--- src/rtl/mesh_pkg.sv ---
// Shared types and helpers for the mesh_gnrtr router output-port logic.
// Field offsets are counted from the packet MSB so they hold for any packet width.
package mesh_pkg;

  // Output directions of a mesh router node.
  typedef enum logic [2:0] {
    N     = 3'd0,
    S     = 3'd1,
    E     = 3'd2,
    W     = 3'd3,
    LOCAL = 3'd4
  } dir_e;

  // Output-port scheduler states: arbitrate, pop the winner, hold it downstream.
  typedef enum logic [1:0] {
    ARB  = 2'd0,
    POP  = 2'd1,
    HOLD = 2'd2
  } sched_state_e;

  localparam int NXT_JUMP_W = 8;
  localparam int ID_W       = 4;

  // MSB of each field sits at pckg_sz - <OFS>.
  localparam int NXT_JUMP_OFS = 1;
  localparam int TROW_OFS     = 9;
  localparam int TCOL_OFS     = 13;
  localparam int MODE_OFS     = 17;

  // Dimension-ordered next hop: mode=1 resolves the row first, mode=0 the column first.
  function automatic dir_e route_dir(input logic [ID_W-1:0] trow,
                                     input logic [ID_W-1:0] tcol,
                                     input logic            mode,
                                     input logic [ID_W-1:0] id_row,
                                     input logic [ID_W-1:0] id_column);
    dir_e d;
    if (mode) begin
      if (trow != id_row)         d = (trow < id_row) ? N : S;
      else if (tcol != id_column) d = (tcol < id_column) ? W : E;
      else                        d = LOCAL;
    end else begin
      if (tcol != id_column)      d = (tcol < id_column) ? W : E;
      else if (trow != id_row)    d = (trow < id_row) ? N : S;
      else                        d = LOCAL;
    end
    return d;
  endfunction

endpackage

--- src/rtl/mesh_out_port_sched_rr_arbiter.sv ---
// Combinational round-robin picker: the first requester above the pointer wins.
module rr_arbiter #(
  parameter int N_IN  = 4,
  parameter int PTR_W = (N_IN > 1) ? $clog2(N_IN) : 1
) (
  input  logic [N_IN-1:0]  i_req,
  input  logic [PTR_W-1:0] i_rr_ptr,
  output logic [N_IN-1:0]  o_grant,
  output logic             o_valid
);

  // Scan upward from i_rr_ptr+1, wrapping, and keep only the first request found.
  always_comb begin : pick
    logic [PTR_W-1:0] w_idx;
    o_grant = '0;
    o_valid = 1'b0;
    w_idx   = '0;
    for (int k = 1; k <= N_IN; k++) begin
      w_idx = PTR_W'((int'(i_rr_ptr) + k) % N_IN);
      if (!o_valid && i_req[w_idx]) begin
        o_grant[w_idx] = 1'b1;
        o_valid        = 1'b1;
      end
    end
  end

endmodule

--- src/rtl/mesh_out_port_sched.sv ---
// Output-port scheduler for one direction of a mesh router node: routes each
// FIFO head, round-robins among those aimed at this port and holds the winner.
module mesh_out_port_sched
  import mesh_pkg::*;
#(
  parameter int pckg_sz   = 40,
  parameter int N_IN      = 4,
  parameter int OUT_DIR   = 0,
  parameter int id_row    = 0,
  parameter int id_column = 0
) (
  input  logic                    clk,
  input  logic                    reset,
  input  logic [N_IN-1:0]         in_pndng,
  input  logic [N_IN*pckg_sz-1:0] in_data,
  output logic [N_IN-1:0]         in_pop,
  output logic                    out_pndng,
  output logic [pckg_sz-1:0]      out_data,
  input  logic                    out_pop
);

  localparam int PTR_W = (N_IN > 1) ? $clog2(N_IN) : 1;
  localparam logic [ID_W-1:0] ID_ROW_L = ID_W'(id_row);
  localparam logic [ID_W-1:0] ID_COL_L = ID_W'(id_column);
  localparam dir_e OUT_DIR_E = dir_e'(3'(OUT_DIR));

  sched_state_e         r_state;
  logic [PTR_W-1:0]     r_rr_ptr;
  logic [N_IN-1:0]      r_grant;
  logic [N_IN-1:0]      r_in_pop;
  logic                 r_out_pndng;
  logic [pckg_sz-1:0]   r_out_data;

  logic [N_IN-1:0]      w_match;
  logic [N_IN-1:0]      w_grant;
  logic                 w_grant_valid;
  logic [PTR_W-1:0]     w_grant_idx;
  logic [pckg_sz-1:0]   w_sel_data;
  logic [pckg_sz-1:0]   w_cap_data;

  // A head competes for this port only when it is valid and routes here.
  always_comb begin
    w_match = '0;
    for (int i = 0; i < N_IN; i++) begin
      w_match[i] = in_pndng[i] &
                   (route_dir(in_data[i*pckg_sz + pckg_sz - TROW_OFS -: ID_W],
                              in_data[i*pckg_sz + pckg_sz - TCOL_OFS -: ID_W],
                              in_data[i*pckg_sz + pckg_sz - MODE_OFS],
                              ID_ROW_L, ID_COL_L) == OUT_DIR_E);
    end
  end

  rr_arbiter #(
    .N_IN  (N_IN),
    .PTR_W (PTR_W)
  ) u_arb (
    .i_req    (w_match),
    .i_rr_ptr (r_rr_ptr),
    .o_grant  (w_grant),
    .o_valid  (w_grant_valid)
  );

  // Convert the registered one-hot grant to an index for data select and pointer update.
  always_comb begin
    w_grant_idx = '0;
    for (int i = 0; i < N_IN; i++) begin
      if (r_grant[i]) w_grant_idx = PTR_W'(i);
    end
  end

  assign w_sel_data = in_data[w_grant_idx*pckg_sz +: pckg_sz];
  assign w_cap_data = {ID_ROW_L, ID_COL_L, w_sel_data[pckg_sz-NXT_JUMP_W-1:0]};

  // Scheduler FSM with the one-entry output register; every output is registered.
  always_ff @(posedge clk) begin
    if (reset) begin
      r_state     <= ARB;
      r_rr_ptr    <= PTR_W'(N_IN - 1);
      r_grant     <= '0;
      r_in_pop    <= '0;
      r_out_pndng <= 1'b0;
      r_out_data  <= '0;
    end else begin
      case (r_state)
        ARB: begin
          if (w_grant_valid) begin
            r_grant  <= w_grant;
            r_in_pop <= w_grant;
            r_state  <= POP;
          end
        end
        POP: begin
          r_in_pop    <= '0;
          r_out_data  <= w_cap_data;
          r_out_pndng <= 1'b1;
          r_rr_ptr    <= w_grant_idx;
          r_state     <= HOLD;
        end
        HOLD: begin
          if (out_pop) begin
            r_out_pndng <= 1'b0;
            r_state     <= ARB;
          end
        end
        default: begin
          r_in_pop <= '0;
          r_state  <= ARB;
        end
      endcase
    end
  end

  // A pop pending when reset arrives is suppressed in that same cycle.
  assign in_pop    = r_in_pop & {N_IN{~reset}};
  assign out_pndng = r_out_pndng;
  assign out_data  = r_out_data;

endmodule

--- config.mk ---
export PLATFORM = sky130hd
export DESIGN_NAME = mesh_out_port_sched
export DESIGN_NICKNAME = d
export VERILOG_FILES = /design/src/rtl/mesh_pkg.sv /design/src/rtl/mesh_out_port_sched_rr_arbiter.sv /design/src/rtl/mesh_out_port_sched.sv
export SDC_FILE = /design/constraint.sdc
export NUM_CORES = 1
export LEC_CHECK = 0
export CAP_MARGIN = 20
export CORE_MARGIN = 4
export CORE_UTILIZATION = 35
export DETAILED_ROUTE_END_ITERATION = 8
export PLACE_DENSITY = 0.91
export SYNTH_ARGS = -nofsm -noshare
export SYNTH_HDL_FRONTEND = slang
export SYNTH_SLANG_ARGS = --single-unit
--- constraint.sdc ---
create_clock -name clk -period 2.3 [get_ports clk]
set_input_delay 0.69 -clock clk [delete_from_list [all_inputs] [get_ports clk]]
set_output_delay 0.69 -clock clk [all_outputs]
set_load 0.02 [all_outputs]
==> summary by stage <==
Worst setup path
The endpoint type of the worst setup path is a primary output. The family with the most delay on the worst path is buffers and inverters. The element type at the critical path start is a flip-flop. The critical path depth is 1. Data on the critical path arrives at its endpoint at about 1300 ps. The worst register-to-register path has a depth of 4. The number of buffer and inverter instances along the worst setup path is 1. Data on the critical path is required at its endpoint by approximately 1600 ps. The capturing point of the worst reg2reg path is out_data[15]. The slowest cell on the critical path is clkdlybuf4s50_1. The most critical setup path has its endpoint at out_data[31]. On the worst path, the slowest cell contributes a delay of approximately 620 ps. Setup slack on the worst reg-to-reg path comes out at roughly 530 ps.

The signal on the critical path passes through clkdlybuf4s50_1. In this run the critical register-to-register path is launched from r_state[1]. The startpoint-to-endpoint class of the critical path is flip-flop to primary output. The most critical setup path has its startpoint at out_data[31]. Along the worst path, the maximum fanout reaches 2.

Timing
The fraction of the cycle the final worst path needs is ~85%. Setup repair after global routing left no endpoint under its margin. Setup violations remaining at the end of the flow were counted as 0.

The accumulated negative setup slack is 0 ps. The worst path setup slack after routing is about 340 ps. The clock period minus final worst setup slack is approximately 2000 ps.

The worst slew slack as a fraction of its limit is roughly half. The setup clock skew after layout is between 6 and 7 ps. The final hold violation count is 0. Static timing analysis puts the maximum clock frequency at just over 500 MHz. For the pin with the worst max-slew slack, the measured transition is 777 ps. The final number of max-transition violations was 0. The worst hold margin is roughly 500 ps.

Synthesis
Counting flops and latches in the post-synthesis netlist gives 42. The per-instance average area after synthesis is roughly 9.6 µm². In this run the cell area of the synthesized design comes to 0.00250 mm². Of all cell types, the one taking the most synthesized area is dfxtp_1. The Yosys step of the flow raised 0 warnings.

The sequential cell area fraction in the yosys report is approximately a third. Synthesis produced a netlist whose cell count is 260. Ranked by total cell area, the synthesized netlist is headed by dfxtp_1, a221oi_2, mux2_2.

The area share of the largest cell type after synthesis is roughly 34%. The number of distinct library cells after synthesis is 19.

Floorplan
From left edge to right edge, the die measures between 90 and 100 µm. The I/O pin total is ~210. The number of rows created at floorplan is 30. The die footprint is about 0.0085 mm².

The floorplan step defined a core boundary enclosing a little under 0.007 mm². The overall die height is between 90 and 100 µm. The initial utilization of the core area, before any placement, comes to 36.3%.

Clock network
The number of buffers inserted during clock tree synthesis is 5. Hold repair after CTS inserted 0 buffers. The number of gates resized after CTS was 0. The clock passes through at most 2 buffers. The clock net in this run drives a total of between 40 and 50 sinks.

TritonCTS built the clock tree. The number of H-tree levels is 2. For the worst-skew pair, the clock arrives at the later sink with an insertion delay of 290 ps. The post-CTS repair timing setup buffer count is 0.

The clock transition at the registers of the reported paths is approximately 80 ps. The root buffer cell is clkbuf_8.

Placed design
The count of buffers added on input and output ports is roughly 170. The half-perimeter wire length after detailed placement is roughly 6800 µm. The final weighted congestion in routability-driven placement is slightly above 0.7.

The minimum setup slack after placement is 2.40 ps.

Detailed routing
The post-detailed-route count of antenna-violating nets is 0. The via count normalized by instance count is roughly 5.0. The total iterations of the first detailed-routing run is 4. The DRC violation total after the first TritonRoute iteration is 45. The sum of routed wire length over all layers is 8820 µm. The vias after detailed routing is 2,584. The count of unresolved DRC violations after routing is 0.

After detailed routing, the average wire length per cell comes to between 15 and 20 µm.

Power
Of the total power, the share spent switching nets is 26.7%. The ratio of total power to cell area is around 460 mW/mm². The reported leakage power is between 1.5 and 2 nW. The proportion of power drawn by flip-flops and latches is ~40%. The switching power is 0.532 mW. The share of total power in combinational logic is 30.0%. The share of power burned in the clock network is around 30%. The internal power of the cells is approximately 1.5 mW.

The highest ir drop seen on vdd is approximately 0.23 mV.

Global routing
Entering global routing, the biggest net connects 33 pins. The aggregate global-route resource usage is around 20%. The total congestion overflow after global routing is 0. The number of antenna violations at the first check in global routing is 0. The global-route met1 utilization is 22.0%. The layer flagged by global routing as most heavily used is met2. Global routing consumed, on the met2 layer, ~37% of the routing resources. Global routing used between 5 and 6% of the available met3 tracks. The number of global-route vias before repair is approximately 2,700. The global-route wire length before repair is around 13,000 µm.

Hold path
The startpoint identified for the worst hold timing path is out_data[7]. In this run the worst hold path is classified as flip-flop to flip-flop.

Final layout
The final layout contains around 580 nets. The relative area change from synthesis to final layout is 72.6%. The share of layout cells above drive strength 1 is around a fifth. The number of diodes added for antenna fixing is 0.

Job
Max-cap violations in this run came to 0.

Outcome
The flow ran to the end, and the final reports show no timing, DRC or antenna violations.
==> sequential cells by signal (all words and copies together), names as in the netlist <==
name,flops
out_data,32
out_pndng,1
r_grant,3
r_in_pop,4
r_state,2
==> power by group through the flow <==
stage	Clock, mW	Sequential (mW)	Combinational, mW
5_1_grt	0.639	0.810	0.633
4_1_cts	0.603	0.803	0.599
6_report	0.589	0.803	0.596
3_3_place_gp	0	0.817	0.584
3_5_place_dp	0	0.820	0.595
2_1_floorplan	0	0.875	0.188
==> layer usage <==
layer | part of all wire, % | up-vias
met5 | 0 | -
met4 | 0.54 | 0
met3 | 8.6 | 6
met2 | 52 | 123
met1 | 39 | 1209
li1 | - | 1246
==> cell usage in the layout (no fill, tap or decap) <==
cell type,instances
or3b_2,1
a211oi_2,2
nor2b_4,1
a211oi_1,30
clkinv_2,2
a221oi_2,26
nand2_1,33
mux2_2,32
clkbuf_8,5
nand2b_2,1
nor2_1,32
nor2_4,1
nor3_1,1
buf_4,9
dlymetal6s2s_1,4
dfxtp_1,41
buf_2,1
a221oi_1,6
clkdlybuf4s50_1,162
a21oi_1,2
nor2b_2,1
nor2b_1,12
dfxtp_2,1
buf_12,1
conb_1,9
bufinv_16,1
==> worst min-delay path by stage <==
stage	to	slack, ps	cells past startpoint
final	out_data[7]	500	2
after global routing	out_data[0]	520	2
after CTS	out_data[9]	500	2
after detailed placement	out_data[18]	490	2
after global placement	out_data[15]	490	2
after floorplan	r_in_pop[0]	470	1
==> final cells by class <==
type,count,area (µm²)
Fill cell,573,2560
Timing Repair Buffer,177,1760
Multi-Input combinational cell,190,1470
Sequential cell,42,842
Tap cell,96,120
Clock buffer,5,68.8
Clock inverter,3,40.0
==> Yosys cell counts <==
library cell	n
nand2_1	33
mux2_2	32
nor3_1	1
nor2_4	1
nand2b_1	1
buf_4	14
or3b_2	1
buf_6	3
nor2_1	32
dfxtp_1	42
buf_2	12
a221oi_2	26
a211oi_2	2
conb_1	1
a211oi_1	30
a221oi_1	6
clkbuf_1	7
nor2b_1	14
a21oi_1	2
==> tightest hold or removal path, stage by stage, from the launching register on <==
cell and delay [ps]:
dfxtp_1 310, nor2_1 100, a211oi_1 50
==> per-stage QoR <==
| stage | power, mW | cells | utilization, % | area, µm² |
|---|---|---|---|---|
| finish | 1.99 | 513 | 62.7 | 4310 |
| global route | 2.08 | 513 | 62.7 | 4310 |
| CTS | 2.00 | 513 | 62.6 | 4300 |
| detailed placement | 1.42 | 505 | 61.0 | 4190 |
| global placement | 1.40 | 505 | 61.0 | 4190 |
| floorplan | 1.06 | 268 | - | 2530 |
==> cell families (layout without fill, tap and decap cells) <==
| family | after synthesis | in the layout | share of synthesized area [%] |
|---|---|---|---|
| compound gates | 66 | 66 | 28.2 |
| buf+inv | 36 | 185 | 9.02 |
| flops | 42 | 42 | 33.7 |
| mux | 32 | 32 | 14.4 |
| other cells | 1 | 9 | 0.150 |
| simple gates | 83 | 83 | 14.5 |
Power figures use the tool's default switching activity.
